===== config.mk =====
export PLATFORM = sky130hd
export DESIGN_NAME = spi_slave_flat
export DESIGN_NICKNAME = d
export VERILOG_FILES = /design/src/rtl/spi_pkg.sv /design/src/rtl/spi_slave_if.sv /design/src/rtl/spi_sync_edge.sv /design/src/rtl/spi_slave.sv /design/src/flat_wrapper.sv
export SDC_FILE = /design/constraint.sdc
export NUM_CORES = 1
export LEC_CHECK = 0
export CORE_MARGIN = 3
export CORE_UTILIZATION = 40
export CTS_CLUSTER_SIZE = 10
export DETAILED_ROUTE_END_ITERATION = 12
export PLACE_DENSITY = 0.78
export SETUP_SLACK_MARGIN = 0.2
export SYNTH_ARGS = -nofsm -noshare
export SYNTH_HDL_FRONTEND = slang
export SYNTH_SLANG_ARGS = --single-unit

===== constraint.sdc =====
create_clock -name clk_48 -period 2.5 [get_ports clk_48]
set_input_delay 0.75 -clock clk_48 [delete_from_list [all_inputs] [get_ports clk_48]]
set_output_delay 0.75 -clock clk_48 [all_outputs]
set_load 0.005 [all_outputs]

===== src/rtl/spi_pkg.sv =====
// Purpose: shared constants, state enum and command decode for the SPI slave.
// Latency: n/a (declarations only).
// Backpressure: n/a.
package spi_pkg;

    localparam int DATA_W  = 16;
    localparam int COEFF_W = 64;
    localparam int CMD_W   = 8;

    localparam int N_BANK   = 5;           // y1, y2, x0, x1, x2
    localparam int N_COEFF  = 2 * N_BANK;  // hp bank at 0..4, lp bank at 5..9
    localparam int RD_W     = 2 * DATA_W;  // {left, right} read frame
    localparam int CNT_W    = 7;           // must hold COEFF_W (64)

    localparam logic [CMD_W-1:0] CMD_READ    = 8'h01;
    localparam logic [CMD_W-1:0] CMD_HP_BASE = 8'h10;
    localparam logic [CMD_W-1:0] CMD_LP_BASE = 8'h20;

    typedef enum logic [2:0] {
        IDLE,
        CMD,
        READ,
        WRITE,
        IGNORE
    } state_t;

    // Coefficient write target: vld marks a legal write command,
    // idx is the flat coefficient slot (hp 0..4, lp 5..9).
    typedef struct packed {
        logic       vld;
        logic [3:0] idx;
    } wr_sel_t;

    function automatic wr_sel_t decode_wr(input logic [CMD_W-1:0] cmd);
        wr_sel_t          sel;
        logic [CMD_W-1:0] off_hp;
        logic [CMD_W-1:0] off_lp;
        sel.vld = 1'b0;
        sel.idx = '0;
        off_hp  = cmd - CMD_HP_BASE;
        off_lp  = cmd - CMD_LP_BASE;
        if (off_hp < CMD_W'(N_BANK)) begin
            sel.vld = 1'b1;
            sel.idx = off_hp[3:0];
        end else if (off_lp < CMD_W'(N_BANK)) begin
            sel.vld = 1'b1;
            sel.idx = 4'(N_BANK) + off_lp[3:0];
        end
        return sel;
    endfunction

endpackage


===== src/rtl/spi_slave_if.sv =====
// Purpose: SPI pin bundle (host is master, FPGA is slave).
// Latency: n/a (wiring only).
// Backpressure: n/a; SCLK paced entirely by the host.
interface spi_slave_if;
    logic SCLK;  // host clock, idle low
    logic CS;    // chip select, active low
    logic MOSI;  // host -> slave data
    logic MISO;  // slave -> host data, always driven

    modport master (output SCLK, output CS, output MOSI, input MISO);
    modport slave  (input SCLK, input CS, input MOSI, output MISO);
endinterface


===== src/rtl/spi_sync_edge.sv =====
// Purpose: 2-flop synchroniser for an async pin with rise/fall pulse outputs.
// Latency: pulse appears 2 clk cycles after the pin settles.
// Backpressure: none.
// Ports: clk/rst_n clock+async reset, i_async raw pin, o_rise/o_fall one-cycle pulses.
module spi_sync_edge (
    input  logic clk,
    input  logic rst_n,
    input  logic i_async,
    output logic o_rise,
    output logic o_fall
);

    logic r_meta;
    logic r_sync;
    logic r_prev;

    // All flops reset low: a pin already low at reset release produces no
    // edge, so a CS held low through reset cannot start a transaction.
    always_ff @(posedge clk or negedge rst_n) begin
        if (!rst_n) begin
            r_meta <= 1'b0;
            r_sync <= 1'b0;
            r_prev <= 1'b0;
        end else begin
            r_meta <= i_async;
            r_sync <= r_meta;
            r_prev <= r_sync;
        end
    end

    assign o_rise = r_sync & ~r_prev;
    assign o_fall = ~r_sync & r_prev;

endmodule


===== src/rtl/spi_slave.sv =====
// Purpose: mode-0 SPI slave; host reads {left,right} and writes ten biquad coefficients.
// Latency: coefficient updates 1 clk_48 after the synchronised 64th SCLK rise; MISO ~3 clk_48 after SCLK fall.
// Backpressure: none; host paces transfers, clk_48 must be at least 4x SCLK.
// Ports: clk_48/reset_n clock+async reset, spi pin bundle, left/right samples in,
//        hp_*/lp_* coefficient outputs (registered, reset to 0).
module spi_slave
    import spi_pkg::*;
(
    input  logic                      clk_48,
    input  logic                      reset_n,
    spi_slave_if.slave                spi,
    input  logic signed [DATA_W-1:0]  left,
    input  logic signed [DATA_W-1:0]  right,
    output logic signed [COEFF_W-1:0] hp_y1_coeff,
    output logic signed [COEFF_W-1:0] hp_y2_coeff,
    output logic signed [COEFF_W-1:0] hp_x0_coeff,
    output logic signed [COEFF_W-1:0] hp_x1_coeff,
    output logic signed [COEFF_W-1:0] hp_x2_coeff,
    output logic signed [COEFF_W-1:0] lp_y1_coeff,
    output logic signed [COEFF_W-1:0] lp_y2_coeff,
    output logic signed [COEFF_W-1:0] lp_x0_coeff,
    output logic signed [COEFF_W-1:0] lp_x1_coeff,
    output logic signed [COEFF_W-1:0] lp_x2_coeff
);

    logic w_sclk_rise, w_sclk_fall;
    logic w_cs_rise, w_cs_fall;

    spi_sync_edge u_sclk_sync (
        .clk    (clk_48),
        .rst_n  (reset_n),
        .i_async(spi.SCLK),
        .o_rise (w_sclk_rise),
        .o_fall (w_sclk_fall)
    );

    spi_sync_edge u_cs_sync (
        .clk    (clk_48),
        .rst_n  (reset_n),
        .i_async(spi.CS),
        .o_rise (w_cs_rise),
        .o_fall (w_cs_fall)
    );

    // MOSI shares the SCLK synchroniser depth, so r_mosi_sync lines up with w_sclk_rise.
    logic r_mosi_meta, r_mosi_sync;

    always_ff @(posedge clk_48 or negedge reset_n) begin
        if (!reset_n) begin
            r_mosi_meta <= 1'b0;
            r_mosi_sync <= 1'b0;
        end else begin
            r_mosi_meta <= spi.MOSI;
            r_mosi_sync <= r_mosi_meta;
        end
    end

    state_t                    r_state, w_state_nxt;
    logic [CNT_W-1:0]          r_bit_cnt;
    logic [CMD_W-2:0]          r_cmd_shift;   // first 7 command bits; 8th comes straight from MOSI
    logic [RD_W-1:0]           r_rd_shift;
    logic [COEFF_W-2:0]        r_stage;       // first 63 data bits; 64th comes straight from MOSI
    logic [3:0]                r_wr_idx;
    logic                      r_miso;
    logic signed [COEFF_W-1:0] r_coeff [N_COEFF];

    logic [CMD_W-1:0] w_cmd_byte;
    logic             w_cmd_last;
    wr_sel_t          w_sel;

    assign w_cmd_byte = {r_cmd_shift, r_mosi_sync};
    assign w_cmd_last = (r_bit_cnt == CNT_W'(CMD_W - 1));
    assign w_sel      = decode_wr(w_cmd_byte);

    always_ff @(posedge clk_48 or negedge reset_n) begin
        if (!reset_n) r_state <= IDLE;
        else          r_state <= w_state_nxt;
    end

    always_comb begin
        w_state_nxt = r_state;
        case (r_state)
            IDLE: if (w_cs_fall) w_state_nxt = CMD;
            CMD: begin
                if (w_sclk_rise && w_cmd_last) begin
                    if (w_cmd_byte == CMD_READ) w_state_nxt = READ;
                    else if (w_sel.vld)         w_state_nxt = WRITE;
                    else                        w_state_nxt = IGNORE;
                end
            end
            default: ;
        endcase
        // Deselect wins from any state; partial commands/writes are dropped.
        if (w_cs_rise) w_state_nxt = IDLE;
    end

    always_ff @(posedge clk_48 or negedge reset_n) begin
        if (!reset_n) begin
            r_bit_cnt   <= '0;
            r_cmd_shift <= '0;
            r_rd_shift  <= '0;
            r_stage     <= '0;
            r_wr_idx    <= '0;
            r_miso      <= 1'b0;
            for (int i = 0; i < N_COEFF; i++) r_coeff[i] <= '0;
        end else if (w_cs_rise) begin
            r_bit_cnt <= '0;
            r_miso    <= 1'b0;
        end else begin
            case (r_state)
                IDLE: begin
                    r_bit_cnt <= '0;
                    r_miso    <= 1'b0;
                end
                CMD: begin
                    if (w_sclk_rise) begin
                        r_cmd_shift <= {r_cmd_shift[CMD_W-3:0], r_mosi_sync};
                        if (w_cmd_last) begin
                            r_bit_cnt  <= '0;
                            r_rd_shift <= {left, right};  // snapshot at decode
                            r_wr_idx   <= w_sel.idx;
                        end else begin
                            r_bit_cnt <= r_bit_cnt + 1'b1;
                        end
                    end
                end
                READ: begin
                    if (w_sclk_fall) begin
                        if (r_bit_cnt < CNT_W'(RD_W)) begin
                            r_miso     <= r_rd_shift[RD_W-1];
                            r_rd_shift <= {r_rd_shift[RD_W-2:0], 1'b0};
                            r_bit_cnt  <= r_bit_cnt + 1'b1;
                        end else begin
                            r_miso <= 1'b0;
                        end
                    end
                end
                WRITE: begin
                    if (w_sclk_rise && (r_bit_cnt < CNT_W'(COEFF_W))) begin
                        r_stage   <= {r_stage[COEFF_W-3:0], r_mosi_sync};
                        r_bit_cnt <= r_bit_cnt + 1'b1;
                        if (r_bit_cnt == CNT_W'(COEFF_W - 1))
                            r_coeff[r_wr_idx] <= {r_stage, r_mosi_sync};
                    end
                end
                default: r_miso <= 1'b0;
            endcase
        end
    end

    assign spi.MISO = r_miso;

    assign hp_y1_coeff = r_coeff[0];
    assign hp_y2_coeff = r_coeff[1];
    assign hp_x0_coeff = r_coeff[2];
    assign hp_x1_coeff = r_coeff[3];
    assign hp_x2_coeff = r_coeff[4];
    assign lp_y1_coeff = r_coeff[5];
    assign lp_y2_coeff = r_coeff[6];
    assign lp_x0_coeff = r_coeff[7];
    assign lp_x1_coeff = r_coeff[8];
    assign lp_x2_coeff = r_coeff[9];

endmodule


===== src/flat_wrapper.sv =====
// flat-port wrapper written by rule: the top's interface ports become plain ports
module spi_slave_flat import spi_pkg::*;
  (clk_48, reset_n, left, right, hp_y1_coeff, hp_y2_coeff, hp_x0_coeff, hp_x1_coeff, hp_x2_coeff, lp_y1_coeff, lp_y2_coeff, lp_x0_coeff, lp_x1_coeff, lp_x2_coeff, spi_SCLK, spi_CS, spi_MOSI, spi_MISO);
  spi_slave_if spi_i ();
  input  logic clk_48;
  input  logic reset_n;
  input  logic signed [DATA_W-1:0] left;
  input  logic signed [DATA_W-1:0] right;
  output logic signed [COEFF_W-1:0] hp_y1_coeff;
  output logic signed [COEFF_W-1:0] hp_y2_coeff;
  output logic signed [COEFF_W-1:0] hp_x0_coeff;
  output logic signed [COEFF_W-1:0] hp_x1_coeff;
  output logic signed [COEFF_W-1:0] hp_x2_coeff;
  output logic signed [COEFF_W-1:0] lp_y1_coeff;
  output logic signed [COEFF_W-1:0] lp_y2_coeff;
  output logic signed [COEFF_W-1:0] lp_x0_coeff;
  output logic signed [COEFF_W-1:0] lp_x1_coeff;
  output logic signed [COEFF_W-1:0] lp_x2_coeff;
  input wire logic [$bits(spi_i.SCLK)-1:0] spi_SCLK;
  input wire logic [$bits(spi_i.CS)-1:0] spi_CS;
  input wire logic [$bits(spi_i.MOSI)-1:0] spi_MOSI;
  output wire logic [$bits(spi_i.MISO)-1:0] spi_MISO;
  assign spi_i.SCLK = spi_SCLK;
  assign spi_i.CS = spi_CS;
  assign spi_i.MOSI = spi_MOSI;
  assign spi_MISO = spi_i.MISO;
  spi_slave u_core (.clk_48(clk_48), .reset_n(reset_n), .spi(spi_i), .left(left), .right(right), .hp_y1_coeff(hp_y1_coeff), .hp_y2_coeff(hp_y2_coeff), .hp_x0_coeff(hp_x0_coeff), .hp_x1_coeff(hp_x1_coeff), .hp_x2_coeff(hp_x2_coeff), .lp_y1_coeff(lp_y1_coeff), .lp_y2_coeff(lp_y2_coeff), .lp_x0_coeff(lp_x0_coeff), .lp_x1_coeff(lp_x1_coeff), .lp_x2_coeff(lp_x2_coeff));
endmodule

# Word level (Yosys, flattened, before mapping)
# Cells that the tools add are included.
# totals
ff_bits,765
in_bits,37
out_inout_bits,641
wordCells,105
# op_classes
n_addsub,4
magnitude_cmp,6
n_eq_ne,17
mux,27
bitwise,10
reduce_logical,16
# ops
operator,n
$bwmux 640,1
$demux 64 s4,1
$mux 32,4
$mux 64,1
$pmux 32 s2,1
$mux 7,6
$pmux 7 s4,1
$lt 8x3->1 const B,2
$mux 3,5
$ne 3x2->1 const B,4
$mux 5,2
$reduce_and 3->1,3
$eq 8x1->1 const B,1
$ne 2x1->1 const B,4
$reduce_and 4->1,2
$sub 8x5->8 const B,1
$sub 8x6->8 const B,1
$add 7x1->7 const B,1
$eq 7x3->1 const B,1
$eq 7x6->1 const B,1
$lt 7x6->1 const B,1
$lt 7x7->1 const B,1
$eq 3x2->1 const B,2
$ne 3x3->1 const B,2
20 further kinds,31

# Longest topological paths before layout
# depth
word_depth,9
mapped_depth,10

# Cells and area by module
# A second synthesis with hierarchy kept.
# unflattened
hier_cells,1820
hier_area_um2,29412.0
# modules_own_cells
mod,instances,cells_each,area_per_inst_um2
spi_slave,1,1810,29231.8
spi_sync_edge,2,5,90.1

# Worst setup path before layout
# Ideal clock, no wire load.
# synth_timing
path_type,register to register
from,register u_core.u_cs_sync.r_sync
to,"register u_core.r_coeff, in the netlist u_core.lp_x2_coeff[10]"
setup_ns,0.125
arrival_time_ns,2.114
t_required_ns,2.375
setup_slack_ns,0.262
stages_incl_launch_ff,10
n_path_buf,3
cell_sequence,dfrtp_1 -> ha_1 -> buf_2 -> nor3b_2 -> and4b_4 -> nand3b_4 -> nor3b_2 -> buf_6 -> buf_12 -> mux2_2
# synth_between
elab_chain_len,3
# synth_rtl
item,line_no,text
start: declaration,spi_sync_edge.sv:14,logic r_sync;
start signal: assignment,spi_sync_edge.sv:26,r_sync <= r_meta;
$and 1x1->1,spi_sync_edge.sv:31,assign o_rise = r_sync & ~r_prev;
$not 1->1 (no source line),-,
$reduce_and 4->1 (no source line),-,
end signal: indexed assignment,spi_slave.sv:143,"r_coeff[r_wr_idx] <= {r_stage, r_mosi_sync};"
end: declaration,spi_slave.sv:65,logic signed [COEFF_W-1:0] r_coeff [N_COEFF];
# No other way between the ends.
# A chain may end at the register's enable or synchronous reset.

# Worst setup path after layout
# layout_timing
from,register u_core.u_cs_sync.r_sync
to,"register u_core.r_coeff, in the netlist u_core.lp_x0_coeff[5]"
# The elaborated chain is that of the path after synthesis.

==> flow_metrics.env <==
export IMPL_status="finished, final reports clean"
export IMPL_critPathMaxStageDelay_ns=0.39
export IMPL_cts_max_path_buffers=3
export IMPL_syn_num_nets=1903
export IMPL_htreeDepth=3
export IMPL_wl_per_cell_um=25.1
export IMPL_syn_cell_area_um2=29900
export IMPL_clock_root_buffer="clkbuf_16"
export IMPL_rsz0062_at_grt="true"
export IMPL_stdcell_area_um2=40900
export IMPL_drc=0
export IMPL_num_vias=18600
export IMPL_worst_path_max_delay_cell="dfrtp_1"
export IMPL_track_usage_pct=22.3
export IMPL_nFillCells=5752
export IMPL_drive_gt1_share_pct=35.8
export IMPL_clk_pin_slew_ns=0.05
export IMPL_max_freq_mhz=429
export IMPL_cp_required_ns=3.01
export IMPL_critical_path_class="reg2reg"
export IMPL_reg2reg_from="u_core.u_cs_sync.r_sync"
export IMPL_pwr_share_comb_pct=3.8
export IMPL_grt_antenna_before_repair=3
export IMPL_vias_per_cell=5.22
export IMPL_multiInputGateArea_um2=9800
export IMPL_fin_ws_ns=0.166
export IMPL_hold_viol_final=0
export IMPL_power_frac_seq_pct=50.6
export IMPL_ys_seq_area_share_pct=64.1
export IMPL_cts_tree="built"
export IMPL_hold_path_class="reg2reg"
export IMPL_switchingPower_mw=5.58
export IMPL_synth_edf_count=0
export IMPL_grt_pass1_vias=20400
export IMPL_grt_overflow_total=0
export IMPL_powerDensity_nw_per_um2=617
export IMPL_post_place_ws_ns=0.0344
export IMPL_setup_tns_ns=0
export IMPL_min_path_cells=0
export IMPL_yosys_warnings=0
export IMPL_numPortBuffers=677
export IMPL_postSynthAreaPerCell_um2=16.1
export IMPL_crit_arrival_ns=2.84
export IMPL_dieWidth_um=279
export IMPL_reg2regPathDepth=7
export IMPL_max_slew_margin_pct=38.6
export IMPL_ant_nets=0
export IMPL_coreArea_um2=73500
export IMPL_ir_worst_vdd_mv=0.521
export IMPL_ys_types=51
export IMPL_area_growth_pct=36.9
export IMPL_start_util_pct=40.7
export IMPL_worstHoldStart="u_core.u_cs_sync.r_meta"
export IMPL_setup_viol=0
export IMPL_yosys_area_top_type="dfrtp_1"
export IMPL_place_gp_congestion=0.800
export IMPL_ys_ff_latch=765
export IMPL_post_route_period_util_pct=93.3
export IMPL_yosys_most_used_dff="dfrtp_1"
export IMPL_clock_sinks=765
export IMPL_p_int_mw=19.6
export IMPL_drv_slew=0
export IMPL_synthTopCellsByArea="dfrtp_1 (64%), mux2_2 (23%), mux2_4 (3.8%)"
export IMPL_die_y_um=279
export IMPL_ff_latch_area_um2=19100
export IMPL_dieArea_um2=78000
export IMPL_power_switching_share_pct=22.1
export IMPL_async_flop_share_pct=100
export IMPL_max_slew_worst_pin_slew_ns=0.921
export IMPL_finalWirelength_um=89500
export IMPL_nets=2627
export IMPL_synth_top_area_share_pct=64.1
export IMPL_rows=99
export IMPL_hpwl_um=59100
export IMPL_clock_power_share_pct=45.6
export IMPL_clk_latency_ns=0.63
export IMPL_grt_pass1_wl_um=132000
export IMPL_p_leak_nw=23.5
export IMPL_worst_clock_skew_ns=0.0393
export IMPL_cts_buffers=88
export IMPL_layout_cells_non_filler=3560
export IMPL_fin_crit_ns=2.33
export IMPL_maxCapViolCount=0
export IMPL_finalPower_mw=25.2
export IMPL_path_max_fanout=16
export IMPL_drtIter0Drc=950
export IMPL_crit_chain="ha_2, nor3b_4, and4b_4, buf_6, and4_4, bufbuf_16, mux2_2"
export IMPL_endpoint_kind="register"
export IMPL_first_pass_iters=5
export IMPL_ff2ff_setup_slack_ns=0.17
export IMPL_dp_cells=3415
export IMPL_worstHoldEndpoint="u_core.u_cs_sync.r_sync"
export IMPL_r2r_end="u_core.lp_x0_coeff[5]"
export IMPL_crit_path_start_kind="register"
export IMPL_placed_area_um2=37900
export IMPL_io_pins=678
export IMPL_grt_start_max_net_pins=65
export IMPL_syn_inst=1859
area by class of cell:
| type | count | area share (%) |
|---|---|---|
| sequential | 765 | 46.8 |
| multi-input combinational | 929 | 24.0 |
| timing repair buffer | 789 | 20.1 |
| clock buffer | 97 | 5.60 |
| tap | 959 | 2.94 |
| clock inverter | 9 | 0.481 |
| inverter | 10 | 0.0918 |
| antenna | 2 | 0.0122 |
metal layers:
layer / up-vias / routed length [µm] / global-route usage, % / part of all wire, %
met5: - / 12 / 0 / 0.013
met4: 2 / 3910 / 10.4 / 4.4
met3: 194 / 5770 / 5.51 / 6.5
met2: 672 / 44900 / 37.6 / 50
met1: 9787 / 34900 / 27.1 / 39
li1: 7911 / - / - / -
worst max-delay path, delay by kind of cell, from the launching register on:
kind          cells  cell delay (ns)
fa+ha+maj         1             0.21
buf+inv           2             0.45
flops             1             0.39
mux               1             0.34
simple gates      3             0.81
stage by stage:
step	utilization, %	hold WS [ns]
floorplan	-	0.331
global placement	51.6	0.336
detailed placement	51.6	0.337
CTS	54.8	0.349
global route	55.6	0.361
finish	55.7	0.348
cell usage after synthesis (all sizes together) (3+ instances only):
cell type and count:
nand3 8, nor2b 9, mux2i 32, nand2 21, o31ai 10, mux2 703, nand2b 7, nor2 37
nand3b 5, buf 85, dfrtp 765, inv 10, clkbuf 70, o21ai 19, xnor2 3, a21oi 34
ha 7, nor3 3
timing repair:
action,4_1_cts,5_1_grt
hold endpoints to repair,16,0
pin swaps,0,2
setup endpoints to repair,556,517
resized for setup,341,138
gates cloned,3,9
hold buffers,1,0
setup buffers,15,9
flip-flops by register name, indices dropped and copies added (netlist names), 63 cells and up:
signal	cells
u_core.hp_x0_coeff	64
u_core.hp_x1_coeff	64
u_core.hp_x2_coeff	64
u_core.hp_y1_coeff	64
u_core.hp_y2_coeff	64
u_core.lp_x0_coeff	64
u_core.lp_x1_coeff	64
u_core.lp_x2_coeff	64
u_core.lp_y1_coeff	64
u_core.lp_y2_coeff	64
u_core.r_stage	63
how the worst max path moves through the flow:
stage / end / cells past startpoint / start
2_1_floorplan: u_core.lp_x2_coeff[10] / 9 / u_core.u_cs_sync.r_sync
5_1_grt: u_core.lp_x0_coeff[20] / 7 / u_core.r_bit_cnt[1]
3_5_place_dp: u_core.hp_x1_coeff[14] / 7 / u_core.u_cs_sync.r_sync
6_report: u_core.lp_x0_coeff[5] / 7 / u_core.u_cs_sync.r_sync
4_1_cts: u_core.lp_x0_coeff[11] / 7 / u_core.u_cs_sync.r_sync
3_3_place_gp: u_core.hp_x1_coeff[11] / 7 / u_core.u_cs_sync.r_sync
layout by cell type (no fill, tap or decap), types with 36 or more instances in the layout:
cell / count
dlymetal6s2s_1: 118
mux2_4: 84
dfrtp_1: 765
buf_4: 58
nor2_1: 36
buf_12: 36
clkdlybuf4s50_1: 228
clkbuf_16: 96
dlygate4sd2_1: 330
mux2_2: 614
power by group through the flow:
stage                     logic [mW]  clock network (mW)  registers (mW)
after floorplan                0.477                   0            12.9
final                          0.959                11.5            12.8
after CTS                      0.979                11.8            12.8
after global placement         0.907                   0            12.9
after global routing            1.09                12.3            12.8
after detailed placement       0.972                   0            13.0
cell families after synthesis:
family,synth area share (%)
XOR/XNOR,0.117
buffers and inverters,3.47
adder cells (fa/ha/maj),0.293
AO/OA/AOI/OAI,1.44
flip-flops,64.1
AND/OR/NAND/NOR,2.04
multiplexers,28.5
Power figures use the tool's default switching activity.
